$ cat config.mk
export PLATFORM = sky130hd
export DESIGN_NAME = mac_tx_arbiter
export DESIGN_NICKNAME = d
export VERILOG_FILES = /design/src/rtl/mac_tx_arbiter.sv
export SDC_FILE = /design/constraint.sdc
export NUM_CORES = 1
export LEC_CHECK = 0
export CAP_MARGIN = 10
export CORE_MARGIN = 2
export CORE_UTILIZATION = 40
export DETAILED_ROUTE_END_ITERATION = 10
export PLACE_DENSITY = 0.73
export SLEW_MARGIN = 20
export SYNTH_ARGS = -nofsm -noshare
export SYNTH_HDL_FRONTEND = slang
export SYNTH_SLANG_ARGS = --single-unit
export TNS_END_PERCENT = 100
$ cat constraint.sdc
create_clock -name clk -period 2.3 [get_ports clk]
set_clock_uncertainty 0.05 [all_clocks]
set_input_delay 0.46 -clock clk [delete_from_list [all_inputs] [get_ports clk]]
set_output_delay 0.46 -clock clk [all_outputs]
set_load 0.02 [all_outputs]
$ cat src/rtl/mac_tx_arbiter.sv
// Frame-granular round-robin arbiter sharing one MAC transmit byte stream between two sources,
// with a programmable inter-frame gap and forced abort of over-length frames.
module mac_tx_arbiter #(
    parameter int unsigned GAP_CYCLES = 16,
    parameter int unsigned MAX_FRAME  = 1536
) (
    input  logic        clk,
    input  logic        rst,
    input  logic        req0,
    input  logic        req1,
    output logic        gnt0,
    output logic        gnt1,
    output logic        rdy0,
    output logic        rdy1,
    input  logic [7:0]  data0,
    input  logic [7:0]  data1,
    input  logic        sop0,
    input  logic        sop1,
    input  logic        eop0,
    input  logic        eop1,
    input  logic        err0,
    input  logic        err1,
    input  logic        wren0,
    input  logic        wren1,
    output logic [7:0]  tx_data,
    output logic        tx_sop,
    output logic        tx_eop,
    output logic        tx_err,
    output logic        tx_wren,
    input  logic        tx_rdy,
    output logic        busy,
    output logic [15:0] abort_cnt
);

    typedef enum logic [1:0] {StIdle, StGrant, StAbort, StGap} state_e;

    localparam logic [7:0]  GapLoad = 8'(GAP_CYCLES);
    localparam logic [16:0] MaxLen  = 17'(MAX_FRAME);

    state_e      state_q, state_d;
    logic        gnt0_q, gnt0_d, gnt1_q, gnt1_d;
    logic        rr_q, rr_d;
    logic [15:0] byte_cnt_q, byte_cnt_d;
    logic [7:0]  gap_cnt_q, gap_cnt_d;
    logic [15:0] abort_cnt_q, abort_cnt_d;
    logic        beat, beat_eop;
    logic [16:0] byte_cnt_inc;

    always_comb begin
        beat         = ((gnt0_q & wren0) | (gnt1_q & wren1)) & tx_rdy;
        beat_eop     = beat & (gnt0_q ? eop0 : eop1);
        byte_cnt_inc = {1'b0, byte_cnt_q} + 17'd1;
    end

    always_comb begin
        state_d     = state_q;
        gnt0_d      = gnt0_q;
        gnt1_d      = gnt1_q;
        rr_d        = rr_q;
        byte_cnt_d  = byte_cnt_q;
        gap_cnt_d   = gap_cnt_q;
        abort_cnt_d = abort_cnt_q;
        unique case (state_q)
            StIdle: begin
                // rr_q == 0 favours port 0 when both are requesting
                if (req0 && (!req1 || !rr_q)) begin
                    gnt0_d     = 1'b1;
                    byte_cnt_d = '0;
                    state_d    = StGrant;
                end else if (req1) begin
                    gnt1_d     = 1'b1;
                    byte_cnt_d = '0;
                    state_d    = StGrant;
                end
            end
            StGrant: begin
                if (beat) begin
                    byte_cnt_d = byte_cnt_inc[15:0];
                    if (beat_eop) begin
                        gnt0_d    = 1'b0;
                        gnt1_d    = 1'b0;
                        rr_d      = gnt0_q;
                        gap_cnt_d = GapLoad;
                        state_d   = StGap;
                    end else if (byte_cnt_inc == MaxLen) begin
                        gnt0_d  = 1'b0;
                        gnt1_d  = 1'b0;
                        rr_d    = gnt0_q;
                        state_d = StAbort;
                    end
                end
            end
            StAbort: begin
                if (tx_rdy) begin
                    gap_cnt_d = GapLoad;
                    state_d   = StGap;
                    if (abort_cnt_q != 16'hFFFF) begin
                        abort_cnt_d = abort_cnt_q + 16'd1;
                    end
                end
            end
            StGap: begin
                // Leaving on the last count keeps exactly GAP_CYCLES cycles in this state
                if (gap_cnt_q <= 8'd1) begin
                    gap_cnt_d = '0;
                    state_d   = StIdle;
                end else begin
                    gap_cnt_d = gap_cnt_q - 8'd1;
                end
            end
            default: state_d = StIdle;
        endcase
    end

    always_ff @(posedge clk) begin
        if (rst) begin
            state_q     <= StIdle;
            gnt0_q      <= 1'b0;
            gnt1_q      <= 1'b0;
            rr_q        <= 1'b0;
            byte_cnt_q  <= '0;
            gap_cnt_q   <= '0;
            abort_cnt_q <= '0;
        end else begin
            state_q     <= state_d;
            gnt0_q      <= gnt0_d;
            gnt1_q      <= gnt1_d;
            rr_q        <= rr_d;
            byte_cnt_q  <= byte_cnt_d;
            gap_cnt_q   <= gap_cnt_d;
            abort_cnt_q <= abort_cnt_d;
        end
    end

    always_comb begin
        tx_data = 8'h00;
        tx_sop  = 1'b0;
        tx_eop  = 1'b0;
        tx_err  = 1'b0;
        tx_wren = 1'b0;
        if (state_q == StAbort) begin
            tx_wren = 1'b1;
            tx_eop  = 1'b1;
            tx_err  = 1'b1;
        end else if (gnt0_q) begin
            tx_data = data0;
            tx_sop  = sop0;
            tx_eop  = eop0;
            tx_err  = err0;
            tx_wren = wren0;
        end else if (gnt1_q) begin
            tx_data = data1;
            tx_sop  = sop1;
            tx_eop  = eop1;
            tx_err  = err1;
            tx_wren = wren1;
        end
    end

    assign gnt0      = gnt0_q;
    assign gnt1      = gnt1_q;
    assign rdy0      = tx_rdy & gnt0_q & (state_q != StAbort);
    assign rdy1      = tx_rdy & gnt1_q & (state_q != StAbort);
    assign busy      = (state_q != StIdle);
    assign abort_cnt = abort_cnt_q;

endmodule

==> metrics.txt <==
status complete, no violations; count of cell types in the netlist 63; sequential power share 30.4%; ant diodes 0; Max-Cap Viols 0; pwr dens approximately 810 nW/um^2; placed cell count about 520; Worst Tran Pin Value ~0.59 ns; Ports slightly above 60; final std cells w/o fill 530; DRC viols 0; Syn Area/Cell just over 8 sq um; Synth-to-Final Area Change 33.32%; Post-DP Area approximately 3700 sq um; Buf/Inv on CP 3; Slew headroom about 61%; largest net degree at the start of global routing 18; Syn Inst Count 351; dpl hpwl between 5 and 6 mm; Async S/R FF share, synth 0%; drt total wl 7.035 mm; fin. max-slew vios 0; CP max stage cell dfxtp_1; first-pass iteration count of the detailed router 4; Clock Path Buffers 2; latest clock arrival within the worst-skew pair about 0.29 ns; commonest non-fill, non-tap cell in the layout nor2_1; H-tree depth 2; fin crit share 94.97%; Syn Std Cell Area between 2000 and 3000 sq um; synthesized flop and latch total 45; wl on met1 ~3.2 mm; sw power approximately 1.3 mW; CP Class flop to primary output; initial antenna violation count 0; die area around 7900 sq um; crit-path max cell delay approximately 0.34 ns; combinational cell fraction of total power a little over half; Worst setup SP type flop; Die Y between 80 and 90 um; HP Class flop to flop; CTS sink cnt 45; CTS Buf Count 5; hold buffers post-CTS 0; routability cong. 0.8843; row cnt 30; clock slew at reported path FFs roughly 0.09 ns; Net Sw Frac 41.03%; number of DRC markers in iteration 0 between 100 and 150; first-pass GRT wire length approximately 12 mm; Max VDD drop between 400 and 500 uV; share of cells above drive strength 1 approximately 15%; final standard cell area without fillers 3825 sq um; WL met3 approximately 470 um; critical path peak fanout 8; via density per instance approximately 5.4; vias around 2900; Post-Syn Nets about 400; CP endpoint kind primary output; ANT nets after route 0; number of flops mapped to enable cells by yosys 0; Achievable Freq about 460 MHz; Starting Density 41.77%; vias in the first global route 2616; post-route worst setup slack 0.1158 ns; RSZ-0062 raised after global routing false; Die Span X just under 90 um; power share of the clock group roughly 16%; CTS tree built; PortBufs 61; Int Pwr between 1.5 and 2 mW; routed wl met2 between 3 and 4 mm; most frequent cells in the layout 56 x nor2_1, 46 x clkdlybuf4s50_1, 44 x dfxtp_1; leak pwr 1.458 nW; clock root buffer clkbuf_8; Core Box Area around 6900 sq um; Hold Slack 0.4343 ns; Seq/Total Area, Yosys a little under a third; GR Util All Layers between 10% and 20%; Hold Vio Cnt, Final 0; CP Cell Sequence inv_1 > ha_1 > buf_4 > a221o_1 > dlygate4sd2_1; routed len/inst between 10 and 15 um; critical path required time between 1.5 and 2 ns; synth warn 0; Final Critical Period roughly 2.2 ns; setup TNS 0 ns; crit-path leading delay family buffers and inverters; Nets about 470; max layer used met4; # setup viols final 0; pre-CTS setup slack -0.07739 ns; CP arrival approximately 1.7 ns; Main synth FF type dfxtp_1; Remaining Overflow, GRT 0
-- per-layer routing --
metal / vias up / global-route usage [%]
met5: - / 0
met4: 0 / 4.821
met3: 10 / 3.825
met2: 82 / 30.66
met1: 1364 / 23.39
li1: 1426 / -
-- path summary, 6_finish.rpt --
path                   from        endpoint  slack, ns  cells past startpoint
max              state_q[0]          tx_err       0.12                      5
min          byte_cnt_q[15]  byte_cnt_q[15]       0.43                      1
max reg2reg   byte_cnt_q[8]            rr_q       0.19                      6
min reg2reg  byte_cnt_q[15]  byte_cnt_q[15]       0.43                      1
-- kinds of logic after synthesis --
kind of cell | count (synthesis) | share of synthesized area (%)
simple gates | 150 | 28.00
compound gates | 85 | 20.32
flops | 45 | 31.40
buf+inv | 30 | 6.018
xor+xnor | 22 | 6.716
fa+ha+maj | 10 | 4.361
mux | 9 | 3.184
-- cell type report --
cell class,count,area [sq um]
clock buffers,6,82.58
clock inverters,1,7.507
fillers,642,3044
inverters,10,37.54
multi-input cells,276,1821
flip-flops and latches,45,902.1
well taps,96,120.1
repair buffers,96,854.6
-- cells in the mapped netlist, types with 2 or more instances --
cell,number,area [sq um]
a31oi_1,4,25.02
or3_1,3,18.77
nand2b_1,6,37.54
and3b_1,2,17.52
inv_1,9,33.78
nand3_2,2,20.02
and4_1,2,17.52
clkbuf_1,10,37.54
a21oi_1,22,110.1
a311oi_1,3,26.28
mux2i_1,8,80.08
o21ai_0,10,50.05
buf_6,3,33.78
o21ai_2,2,17.52
a211oi_1,6,45.04
xnor2_1,10,87.58
o211ai_1,2,15.01
and2_1,3,18.77
nor4_2,2,25.02
nor2_1,56,210.2
nand3_1,10,50.05
xor2_1,12,105.1
a22oi_1,12,90.09
dfxtp_1,45,900.9
nand4_1,13,81.33
o21ai_1,3,15.01
nand2_1,24,90.09
a21o_1,5,37.54
nor3_1,6,30.03
and3_1,4,25.02
nand4b_1,2,17.52
or2b_2,2,17.52
buf_2,3,15.01
a211oi_2,2,25.02
clkbuf_8,3,41.29
ha_1,10,125.1
nand3b_1,4,30.03
-- power by group through the flow --
stage	Clock, mW	Sequential [mW]	Combinational, mW
finish	0.503	0.939	1.65
global route	0.549	0.954	1.81
CTS	0.519	0.939	1.63
detailed placement	0	0.956	1.70
global placement	0	0.955	1.67
floorplan	0	0.974	1.06
-- metrics by stage --
step	utilization (%)	total power, mW
finish	55.68	3.089
global route	55.68	3.316
CTS	55.30	3.091
detailed placement	54.26	2.654
global placement	54.26	2.621
floorplan	-	2.032
-- repair_timing --
action,CTS,global route
setup buffers,0,0
resized for setup,15,5
pin swaps,0,1
endpoints found under the setup margin,15,2
-- worst register-to-register path: stages (launching register included) --
cell     delay [ns]
dfxtp_1        0.41
nand4_1        0.21
or4_4          0.61
xor2_2         0.17
nand3_2        0.15
o21ai_4        0.24
mux2i_1        0.20
-- registers in the layout, summed over array words and instances, names as in the netlist --
register / cells
state_q: 2
gnt0: 1
gnt1: 1
gap_cnt_q: 8
abort_cnt: 16
byte_cnt_q: 16
rr_q: 1
Note: power is estimated with default switching activity, not from simulation.
==> variant, RTL diff (config.mk and constraints unchanged) <==
Re-encode `state_e` (4 states) as one-hot, 4 bits wide.
--- a/src/rtl/mac_tx_arbiter.sv
+++ b/src/rtl/mac_tx_arbiter.sv
@@ -34,3 +34,3 @@
 
-    typedef enum logic [1:0] {StIdle, StGrant, StAbort, StGap} state_e;
+    typedef enum logic [3:0] {StIdle = 4'b0001, StGrant = 4'b0010, StAbort = 4'b0100, StGap = 4'b1000} state_e;
 
Behaviour: same outputs for any inputs over 10 cycles, from zero or initial values and one cycle with rst high; not proved beyond that.
==> variant against the unedited design <==
  * Total power is 15% lower
  * Sequential cell count is 2 higher
  * Highest routed layer unchanged
  * Routed wire length is 16% higher
  * Largest power group unchanged
  * Synthesized area is 2.2% higher
  * Sequential power is 0.4% lower
  * Maximum frequency is 2.6% lower
  * Design area is 8.8% higher
  * Cell count is 8.7% higher
  * Worst setup slack worse by 58 ps
  * Register-to-register slack worse by 110 ps
  * Core utilization is 2.3 points higher
==> variant: results (changes against the unedited design) <==
status=complete, no violations; placed insts=567 (+8.4%); top post-synthesis cells by area=dfxtp_1, nor2_1, nand3_1, xor2_1, nand2_1; Slowest-stage cell, CP=or4b_4; R2R setup slack=80 ps (-110 ps); M2 GR Usage=33.09% (+2.4 points); fin crit share=97.49% (+2.5 points); dpl cell area=0.003994 mm² (+7.2%); Tot GR Track Use=20.25% (+2.1 points); CP startpoint=state_q[3]; crit path max fanout=5 (-3); M3 GR Usage=3.931% (+0.11 points); GP Congestion=0.9678 (+9.4%); Syn Area/Cell=7.800 µm² (-4.6%); DRT iter0 DRCs=173 (+56%); max incr delay on CP=580 ps (+240 ps); drt first pass iters=5 (+1); wire length on met1=3.675 mm (+16%); CP endpoint=rdy0; Rel. slew slack=66.10% (+5.5 points); xor/xnor cell area share of the yosys netlist=6.570% (-0.15 points); Post-Synth Adder-Cell Area=2.133% (-2.2 points); M1 GR Usage=27.15% (+3.8 points); Met3 Wirelength=421 µm (-9.7%); met2 wire len=3.957 mm (+19%); worst skew pair latency=300 ps; worst min-delay path startpoint=rr_q; maximum vdd drop=381.6 µV (-20%); via count=3130 (+8.6%); worst flop-to-flop path startpoint=byte_cnt_q[3]; hold path depth=2 (+1); Hold Path Sink=rr_q; Seq/Total Area, Yosys=32.08% (+0.68 points); Synthesized Nets=410 (+5.1%); Unique masters post-synth=61 (-3.2%); Synth top cells by count=nor2_1, dfxtp_1, nand2_1, nand3_1, a21oi_1; Top delay family on crit path=simple AND/OR/NAND/NOR gates; Routed WL=8.141 mm (+16%); first-pass GRT wire length=13.05 mm (+13%); initial antenna violation count=0 (unchanged); largest net degree at the start of global routing=46 (+28); dpl ws=-129.2 ps (-51.78 ps); worst hold slack=442.4 ps (+8.067 ps); reg-to-reg endpoint=state_q[1]; mux cell area share after synthesis=2.304% (-0.88 points); Static Leak=1.596 nW (+9.5%); Synth Area in Compound Gates=16.64% (-3.7 points); via/cell ratio=5.434 (about the same); Layout Nets=512 (+8.2%)
-- variant: cell count changes in the layout (fill, tap and decap cells not counted), moves of 5 or more --
cell,unedited run,this run
ha_1,10,4
nor3_1,6,11
nand3_1,10,22
nor4_1,0,9
mux2i_1,8,3
buf_4,35,54
-- variant: area by class of cell --
cell class	instances	area [µm²]
fillers	651	3014
multi-input cells	300	1951
repair buffers	117	1037
flip-flops and latches	47	947.2
well taps	99	123.9
clock buffers	5	68.82
inverters	7	26.28
clock inverters	1	7.507
-- variant: power by group through the flow --
stage,logic (mW),registers (mW),clock network (mW)
after detailed placement,1.23,0.948,0
after global routing,1.31,0.941,0.518
final,1.20,0.935,0.476
after floorplan,0.665,0.964,0
after CTS,1.18,0.931,0.492
after global placement,1.20,0.946,0
-- variant: repair_timing --
action                                  4_1_cts  5_1_grt
gates resized for setup                      19       18
pin swaps                                     2        2
endpoints found under the hold margin         0        0
setup buffers                                 2        1
endpoints found under the setup margin       17       10
